### src/rtl/ad9914_pkg.sv
// rtl/ad9914_pkg.sv - register map, masks and state types for the AD9914 sweep sequencer
package ad9914_pkg;

  localparam logic [7:0]  REG_CFR2  = 8'h01;
  localparam logic [7:0]  REG_LOWER = 8'h04;
  localparam logic [7:0]  REG_UPPER = 8'h05;
  localparam logic [7:0]  REG_PSTEP = 8'h06;
  localparam logic [7:0]  REG_NSTEP = 8'h07;
  localparam logic [7:0]  REG_RATE  = 8'h08;
  localparam logic [7:0]  REG_PROF0 = 8'h0C;
  localparam logic [31:0] DRG_EN    = 32'h0008_0000;
  localparam int          NUM_FIELDS = 6;

  typedef enum logic [2:0] {
    FLD_LOWER = 3'd0,
    FLD_UPPER = 3'd1,
    FLD_PSTEP = 3'd2,
    FLD_NSTEP = 3'd3,
    FLD_RATE  = 3'd4,
    FLD_DWELL = 3'd5
  } field_e;

  typedef enum logic [1:0] {S_IDLE, S_PROG, S_ARM, S_DWELL} state_e;

  // Writer handshake phases: wait idle, hold load until accepted, wait completion
  typedef enum logic [1:0] {WP_FIN, WP_LOAD, WP_DONE} wphase_e;

  // Ramp fields occupy consecutive registers starting at LOWER
  function automatic logic [7:0] field_addr(field_e f);
    return REG_LOWER + {5'd0, f};
  endfunction

endpackage

### src/rtl/ad9914_sweep_seq_if.sv
// rtl/ad9914_sweep_seq_if.sv - handshake bundle between the sequencer and ad9914_reg_wr
interface ad9914_sweep_seq_if;
  logic        wr_load;
  logic [7:0]  wr_addr;
  logic [31:0] wr_data;
  logic [3:0]  wr_nbytes;
  logic        wr_busy;
  logic        wr_finish;

  modport master (output wr_load, wr_addr, wr_data, wr_nbytes, input wr_busy, wr_finish);
  modport slave  (input wr_load, wr_addr, wr_data, wr_nbytes, output wr_busy, wr_finish);
endinterface

### src/rtl/ad9914_seg_table.sv
// rtl/ad9914_seg_table.sv - NUM_SEG x 6 x 32 segment register file, one write and one row read port
module ad9914_seg_table
  import ad9914_pkg::*;
#(
  parameter int NUM_SEG = 4,
  parameter int SEG_W   = 2
) (
  input  logic                             clk,
  input  logic                             rst,
  input  logic                             we,
  input  logic [SEG_W-1:0]                 wseg,
  input  logic [2:0]                       wfield,
  input  logic [31:0]                      wdata,
  input  logic [SEG_W-1:0]                 rseg,
  output logic [NUM_FIELDS-1:0][31:0]      rrow
);

  localparam logic [SEG_W:0] NSEG = (SEG_W+1)'(NUM_SEG);

  logic [NUM_FIELDS-1:0][31:0] mem [NUM_SEG];

  // Table write; out-of-range segment or field indices are dropped
  always_ff @(posedge clk) begin
    if (rst) begin
      for (int s = 0; s < NUM_SEG; s++) mem[s] <= '0;
    end else if (we && ({1'b0, wseg} < NSEG) && (wfield < 3'(NUM_FIELDS))) begin
      mem[wseg][wfield] <= wdata;
    end
  end

  // Whole-row combinational read
  always_comb begin
    rrow = '0;
    if ({1'b0, rseg} < NSEG) rrow = mem[rseg];
  end

endmodule

### src/rtl/ad9914_sweep_seq.sv
// rtl/ad9914_sweep_seq.sv - multi-segment DRG sweep sequencer driving ad9914_reg_wr
module ad9914_sweep_seq
  import ad9914_pkg::*;
#(
  parameter int          NUM_SEG       = 4,
  parameter int          PRE_TRIG_LEAD = 40,
  parameter int          WR_TIMEOUT    = 4096,
  parameter logic [31:0] CFR2_BASE     = 32'h0000_191C,
  localparam int         SEG_W         = (NUM_SEG > 1) ? $clog2(NUM_SEG) : 1
) (
  input  logic             clk,
  input  logic             rst,
  input  logic             cfg_we,
  input  logic [SEG_W-1:0] cfg_seg,
  input  logic [2:0]       cfg_field,
  input  logic [31:0]      cfg_data,
  input  logic [SEG_W-1:0] seg_count,
  input  logic             loop_en,
  input  logic             start,
  input  logic             stop,
  output logic             busy,
  output logic             done,
  output logic             error,
  output logic [SEG_W-1:0] seg_idx,
  output logic             pre_trig,
  output logic             trig,
  output logic             osk,
  input  logic             dover,
  output logic             dctrl,
  ad9914_sweep_seq_if.master wr
);

  localparam int             TMO_W = $clog2(WR_TIMEOUT + 1);
  localparam logic [SEG_W:0] NSEG  = (SEG_W+1)'(NUM_SEG);
  localparam logic [31:0]    LEAD  = 32'(PRE_TRIG_LEAD);

  state_e  state_q, state_d;
  wphase_e wph_q, wph_d;
  field_e  field_q, field_d;
  logic [SEG_W-1:0] seg_q, seg_d;
  logic [31:0] cnt_q, cnt_d;
  logic [TMO_W-1:0] tmo_q, tmo_d;
  logic [NUM_FIELDS-1:0][31:0] cur_q, rrow;
  logic wr_load_q, wr_load_d, dctrl_q, dctrl_d, done_q, done_d, error_q, error_d, dover_q;
  logic [7:0]  wr_addr_q, wr_addr_d;
  logic [31:0] wr_data_q, wr_data_d;

  logic [SEG_W-1:0] last_seg;
  logic [31:0] dwell, thr;
  logic fixed, hs_ok;

  ad9914_seg_table #(.NUM_SEG(NUM_SEG), .SEG_W(SEG_W)) u_table (
    .clk(clk), .rst(rst), .we(cfg_we), .wseg(cfg_seg), .wfield(cfg_field),
    .wdata(cfg_data), .rseg(seg_d), .rrow(rrow)
  );

  assign last_seg = ({1'b0, seg_count} >= NSEG) ? SEG_W'(NUM_SEG - 1) : seg_count;
  assign fixed    = (cur_q[FLD_PSTEP] == 32'd0);
  assign dwell    = cur_q[FLD_DWELL];
  assign thr      = (dwell > LEAD) ? dwell - LEAD : 32'd0;
  assign hs_ok    = (wph_q == WP_LOAD) ? wr.wr_busy : wr.wr_finish;

  // Next-state logic for the sequencer and its embedded writer handshake
  always_comb begin
    state_d   = state_q;
    wph_d     = wph_q;
    field_d   = field_q;
    seg_d     = seg_q;
    cnt_d     = cnt_q;
    tmo_d     = tmo_q;
    wr_load_d = wr_load_q;
    wr_addr_d = wr_addr_q;
    wr_data_d = wr_data_q;
    dctrl_d   = dctrl_q;
    error_d   = error_q;
    done_d    = 1'b0;
    unique case (state_q)
      S_IDLE: begin
        if (start) begin
          state_d = S_PROG;
          seg_d   = '0;
          error_d = 1'b0;
          field_d = FLD_LOWER;
          wph_d   = WP_FIN;
          tmo_d   = '0;
        end
      end
      S_PROG, S_ARM: begin
        if (stop || (!hs_ok && tmo_q == TMO_W'(WR_TIMEOUT))) begin
          // Abort; a transfer already accepted by the writer finishes on its own
          error_d   = error_q | ~stop;
          state_d   = S_IDLE;
          wr_load_d = 1'b0;
          dctrl_d   = 1'b0;
          done_d    = 1'b1;
        end else if (!hs_ok) begin
          tmo_d = tmo_q + 1'b1;
        end else begin
          tmo_d = '0;
          case (wph_q)
            WP_FIN: begin
              wr_load_d = 1'b1;
              wph_d     = WP_LOAD;
              if (state_q == S_PROG) begin
                wr_addr_d = field_addr(field_q);
                wr_data_d = cur_q[field_q];
              end else begin
                // Fixed-frequency segments rewrite CFR2 with the DRG left disabled
                wr_addr_d = REG_CFR2;
                wr_data_d = fixed ? CFR2_BASE : (CFR2_BASE | DRG_EN);
                dctrl_d   = ~fixed;
              end
            end
            WP_LOAD: begin
              wr_load_d = 1'b0;
              wph_d     = WP_FIN;
              if (state_q == S_ARM) wph_d = WP_DONE;
              else if (field_q == FLD_RATE) state_d = S_ARM;
              else field_d = field_e'(field_q + 3'd1);
            end
            default: begin
              dctrl_d = 1'b0;
              cnt_d   = '0;
              wph_d   = WP_FIN;
              state_d = S_DWELL;
            end
          endcase
        end
      end
      S_DWELL: begin
        if (stop) begin
          state_d = S_IDLE;
          dctrl_d = 1'b0;
          done_d  = 1'b1;
        end else if (cnt_q == dwell) begin
          dctrl_d = 1'b0;
          field_d = FLD_LOWER;
          wph_d   = WP_FIN;
          tmo_d   = '0;
          state_d = S_PROG;
          if (seg_q < last_seg) begin
            seg_d = seg_q + 1'b1;
          end else if (loop_en) begin
            seg_d = '0;
          end else begin
            state_d = S_IDLE;
            done_d  = 1'b1;
          end
        end else begin
          cnt_d = cnt_q + 32'd1;
          // Triangle ramps reverse direction on every DRG-over rising edge
          if (cur_q[FLD_NSTEP] != 32'd0 && dover && !dover_q) dctrl_d = ~dctrl_q;
        end
      end
    endcase
  end

  // State register; the segment row is captured as PROG is entered
  always_ff @(posedge clk) begin
    if (rst) begin
      state_q   <= S_IDLE;
      wph_q     <= WP_FIN;
      field_q   <= FLD_LOWER;
      seg_q     <= '0;
      cnt_q     <= '0;
      tmo_q     <= '0;
      cur_q     <= '0;
      wr_load_q <= 1'b0;
      wr_addr_q <= '0;
      wr_data_q <= '0;
      dctrl_q   <= 1'b0;
      done_q    <= 1'b0;
      error_q   <= 1'b0;
      dover_q   <= 1'b0;
    end else begin
      state_q   <= state_d;
      wph_q     <= wph_d;
      field_q   <= field_d;
      seg_q     <= seg_d;
      cnt_q     <= cnt_d;
      tmo_q     <= tmo_d;
      wr_load_q <= wr_load_d;
      wr_addr_q <= wr_addr_d;
      wr_data_q <= wr_data_d;
      dctrl_q   <= dctrl_d;
      done_q    <= done_d;
      error_q   <= error_d;
      dover_q   <= dover;
      if (state_d == S_PROG && state_q != S_PROG) cur_q <= rrow;
    end
  end

  assign busy         = (state_q != S_IDLE);
  assign done         = done_q;
  assign error        = error_q;
  assign seg_idx      = seg_q;
  assign dctrl        = dctrl_q;
  assign pre_trig     = (state_q == S_DWELL) && (cnt_q >= thr) && (cnt_q < dwell);
  assign osk          = (state_q == S_DWELL) && (!dover || fixed);
  assign trig         = osk;
  assign wr.wr_load   = wr_load_q;
  assign wr.wr_addr   = wr_addr_q;
  assign wr.wr_data   = wr_data_q;
  assign wr.wr_nbytes = 4'd4;

endmodule
### src/flat_wrapper.sv
// flat-port wrapper written by rule: the top's interface ports become plain ports
module ad9914_sweep_seq_flat import ad9914_pkg::*;
#(
  parameter int          NUM_SEG       = 4,
  parameter int          PRE_TRIG_LEAD = 40,
  parameter int          WR_TIMEOUT    = 4096,
  parameter logic [31:0] CFR2_BASE     = 32'h0000_191C,
  localparam int         SEG_W         = (NUM_SEG > 1) ? $clog2(NUM_SEG) : 1
)
  (clk, rst, cfg_we, cfg_seg, cfg_field, cfg_data, seg_count, loop_en, start, stop, busy, done, error, seg_idx, pre_trig, trig, osk, dover, dctrl, wr_wr_load, wr_wr_addr, wr_wr_data, wr_wr_nbytes, wr_wr_busy, wr_wr_finish);
  ad9914_sweep_seq_if wr_i ();
  input  logic clk;
  input  logic rst;
  input  logic cfg_we;
  input  logic [SEG_W-1:0] cfg_seg;
  input  logic [2:0] cfg_field;
  input  logic [31:0] cfg_data;
  input  logic [SEG_W-1:0] seg_count;
  input  logic loop_en;
  input  logic start;
  input  logic stop;
  output logic busy;
  output logic done;
  output logic error;
  output logic [SEG_W-1:0] seg_idx;
  output logic pre_trig;
  output logic trig;
  output logic osk;
  input  logic dover;
  output logic dctrl;
  output wire logic [$bits(wr_i.wr_load)-1:0] wr_wr_load;
  output wire logic [$bits(wr_i.wr_addr)-1:0] wr_wr_addr;
  output wire logic [$bits(wr_i.wr_data)-1:0] wr_wr_data;
  output wire logic [$bits(wr_i.wr_nbytes)-1:0] wr_wr_nbytes;
  input wire logic [$bits(wr_i.wr_busy)-1:0] wr_wr_busy;
  input wire logic [$bits(wr_i.wr_finish)-1:0] wr_wr_finish;
  assign wr_wr_load = wr_i.wr_load;
  assign wr_wr_addr = wr_i.wr_addr;
  assign wr_wr_data = wr_i.wr_data;
  assign wr_wr_nbytes = wr_i.wr_nbytes;
  assign wr_i.wr_busy = wr_wr_busy;
  assign wr_i.wr_finish = wr_wr_finish;
  ad9914_sweep_seq #(.NUM_SEG(NUM_SEG), .PRE_TRIG_LEAD(PRE_TRIG_LEAD), .WR_TIMEOUT(WR_TIMEOUT), .CFR2_BASE(CFR2_BASE)) u_core (.clk(clk), .rst(rst), .cfg_we(cfg_we), .cfg_seg(cfg_seg), .cfg_field(cfg_field), .cfg_data(cfg_data), .seg_count(seg_count), .loop_en(loop_en), .start(start), .stop(stop), .busy(busy), .done(done), .error(error), .seg_idx(seg_idx), .pre_trig(pre_trig), .trig(trig), .osk(osk), .dover(dover), .dctrl(dctrl), .wr(wr_i));
endmodule
### config.mk
export PLATFORM = sky130hd
export DESIGN_NAME = ad9914_sweep_seq_flat
export DESIGN_NICKNAME = d
export VERILOG_FILES = /design/src/rtl/ad9914_pkg.sv /design/src/rtl/ad9914_sweep_seq_if.sv /design/src/rtl/ad9914_seg_table.sv /design/src/rtl/ad9914_sweep_seq.sv /design/src/flat_wrapper.sv
export SDC_FILE = /design/constraint.sdc
export NUM_CORES = 2
export LEC_CHECK = 0
export CELL_PAD_IN_SITES_DETAIL_PLACEMENT = 1
export CELL_PAD_IN_SITES_GLOBAL_PLACEMENT = 1
export CORE_AREA = 2 2 266 333
export CTS_BUF_LIST = sky130_fd_sc_hd__clkbuf_4 sky130_fd_sc_hd__clkbuf_8
export DETAILED_ROUTE_END_ITERATION = 8
export DIE_AREA = 0 0 268 335
export PLACE_DENSITY_LB_ADDON = 0.1
export SLEW_MARGIN = 20
export SYNTH_ARGS = -nofsm -noshare
export SYNTH_HDL_FRONTEND = slang
export SYNTH_SLANG_ARGS = --single-unit
### constraint.sdc
create_clock -name clk -period 6 [get_ports clk]
set_input_delay 0.9 -clock clk [delete_from_list [all_inputs] [get_ports clk]]
set_output_delay 0.9 -clock clk [all_outputs]
set_load 0.02 [all_outputs]
==> flow_metrics.tcl <==
set metrics [dict create \
    relSlewSlack_pct 14.2 \
    synth_area_um2 45500 \
    drt_wl_total_um 155000 \
    clock_power_share_pct 38.1 \
    synth_edf_count 768 \
    cts_buffer_depth 3 \
    cp.required_ns 5.10 \
    io_pins 102 \
    clockRootBuffer "clkbuf_8" \
    die_h_um 335 \
    yosys.cell_types.count 66 \
    synth_cells 3634 \
    cts_setup_buffers 0 \
    hold_buffers 0 \
    hold_violations 0 \
    wl_per_cell_um 30.7 \
    status "finished, final reports clean" \
    drcViolationCount 0 \
    ys_seq_area_share_pct 63.3 \
    dp.cells 4746 \
    grt_usage_pct 34.7 \
    path_max_fanout 4 \
    gr-total-overflow 0 \
    grt_pass1_wl_um 226000 \
    nNetsFinal 3868 \
    synthToLayoutAreaGrowth_pct 13.2 \
    initial_core_util_pct 52.4 \
    fin_skew_ns 0.0538 \
    pwr-share-seq_pct 52.4 \
    pre_cts_ws_ns 0.599 \
    p_int_mw 12.1 \
    numCtsBuffers 164 \
    insertion_delay_ns 0.87 \
    io_buffers 93 \
    core-area_um2 86700 \
    hold_class "flip-flop to flip-flop" \
    layout_common_cells "edfxtp_1 (768), nor2_1 (717), mux2i_1 (420)" \
    grt_max_degree 126 \
    vias 32300 \
    setup_viol 0 \
    maxCapViolations 0 \
    grt_pass1_vias 33900 \
    layout_setup_ws_ns 0.154 \
    antenna_found_initial 5 \
    synth_flop_cell "edfxtp_1" \
    whs_ns 0.463 \
    irDropWorstVdd_uv 212 \
    drtIter0Drc 3053 \
    async_flop_share_pct 0 \
    tightest_slew_ns 1.28 \
    clk_pin_slew_ns 0.07 \
    crit_arrival_ns 4.95 \
    p_switching_mw 4.28 \
    critical_path_class "flip-flop to output pin" \
    synth_area_per_cell_um2 12.5 \
    power_density_nw_per_um2 318 \
    placementRows 121 \
    clock-sinks 1055 \
    dr.pass1.iters 6 \
    max_freq_mhz 171 \
    ant_nets 0 \
    place_hpwl_um 96400 \
    cp-start-kind "flip-flop" \
    rsz0062_at_grt "no" \
    period_share_pct 97.4 \
    cts_max_level 4 \
    cts_tree "built" \
    stdcell_count 5054 \
    ys_warn_count 0 \
    power.leakage_nw 20.1 \
    p_sw_share_pct 26.1 \
    cp-end-kind "output pin" \
    synth_seq_cells 1055 \
    final_common_cell "edfxtp_1" \
    final_max_slew_viol_count 0 \
    finalSetupTns_ns 0 \
    final_core_util_pct 59.3 \
    drive_gt1_share_pct 12.9 \
    power_frac_comb_pct 9.5 \
    die_w_um 268 \
    gp_congestion 0.865 \
    vias_per_cell 6.39 \
    die_area_um2 89800 \
    period_needed_ns 5.85 \
]
==> cell families (layout without fill, tap and decap cells) <==
logic type,Yosys count,count (layout),synth area share (%)
AO/OA/AOI/OAI,368,368,6.35
adder cells (fa/ha/maj),75,75,2.06
flip-flops,1055,1055,63.3
buffers and inverters,357,601,3.14
XOR/XNOR,58,58,1.12
multiplexers,453,453,10.9
other,2,10,0.0165
AND/OR/NAND/NOR,1266,1266,13.1
==> state kept, by name, summed over array words and instances, names as in the netlist, 2 cells and up <==
signal and count:
u_core.field_q 3, u_core.state_q 2, u_core.dwell 32, u_core.wph_q 2
u_core.wr.wr_data 32, u_core.wr.wr_addr 4, u_core.cur_q 160, u_core.seg_idx 2
u_core.tmo_q 13, u_core.u_table.mem 768, u_core.cnt_q 32
==> power by group through the flow <==
| stage | clock, mW | combinational [mW] | sequential, mW |
|---|---|---|---|
| floorplan | 0 | 0.864 | 8.62 |
| global placement | 0 | 1.46 | 8.69 |
| detailed placement | 0 | 1.52 | 8.73 |
| CTS | 6.30 | 1.53 | 8.58 |
| global route | 6.59 | 1.64 | 8.62 |
| finish | 6.24 | 1.55 | 8.59 |
==> per-stage QoR <==
step / area [µm²] / total power, mW
global placement: 48000 / 10.1
CTS: 51400 / 16.4
finish: 51500 / 16.4
detailed placement: 48000 / 10.2
global route: 51500 / 16.8
floorplan: 45500 / 9.49
==> final cells by class <==
class                   count  area (µm²)
inverters                  84         315
multi-input cells        2228       15500
clock buffers             243        2960
clock inverters            62         398
well taps                1168        1460
flip-flops and latches   1055       28800
fillers                  8560       35300
repair buffers            212        2000
diodes                      2        5.00
==> worst paths after layout <==
check,to,slack (ns),cells after the start,start
setup / recovery,pre_trig,0.15,14,u_core.dwell[13]$_SDFFE_PP0P_
hold / removal,u_core.wr.wr_data[12]$_SDFFE_PP0P_,0.46,2,u_core.wr.wr_data[12]$_SDFFE_PP0P_
setup reg to reg,u_core.dwell[10]$_SDFFE_PP0P_,1.28,12,u_core.dwell[13]$_SDFFE_PP0P_
hold reg to reg,u_core.wr.wr_data[12]$_SDFFE_PP0P_,0.46,2,u_core.wr.wr_data[12]$_SDFFE_PP0P_
==> Yosys cell counts, drive strengths merged, types with 15 or more instances <==
cell type | instances | area [µm²]
nand3b | 192 | 1440
buf | 55 | 297
edfxtp | 768 | 23100
nand2b | 23 | 144
xnor2 | 42 | 368
nor3 | 52 | 260
nor4 | 33 | 213
o221ai | 200 | 1750
nand4 | 37 | 231
inv | 84 | 315
nor2b | 15 | 101
nand2 | 135 | 507
mux2i | 420 | 4200
o21ai | 29 | 145
a21oi | 43 | 215
a211oi | 32 | 245
clkbuf | 218 | 818
ha | 75 | 938
nor2 | 721 | 2710
a21o | 20 | 150
nand3 | 21 | 105
dfxtp | 287 | 5750
xor2 | 16 | 140
mux4 | 32 | 721
==> worst max-delay path: stages, from the launching register on <==
cell           delay, ns
dfxtp_1             0.33
or4_4               0.61
nor4_1              0.23
buf_4               0.19
nand4_1             0.16
and2_1              0.24
ha_1                0.28
nand2b_1            0.16
a2111oi_2           0.37
nor3_1              0.09
o221ai_1            0.22
a31oi_1             0.18
or4b_1              0.52
and4_1              0.23
dlygate4sd2_1       0.32
==> metal layers <==
metal / vias to the layer above / share of wire (%) / track usage (%)
li1: 13700 / - / -
met1: 16800 / 39 / 43.4
met2: 1508 / 50 / 59.3
met3: 353 / 7.1 / 5.54
met4: 2 / 4.4 / 15.3
met5: - / 0.0077 / 0
==> what timing repair did <==
action | 4_1_cts | 5_1_grt
endpoints found under the setup margin | 1 | 1
resized for setup | 5 | 7
gates cloned | 0 | 0
(Power assumes the default switching activity.)
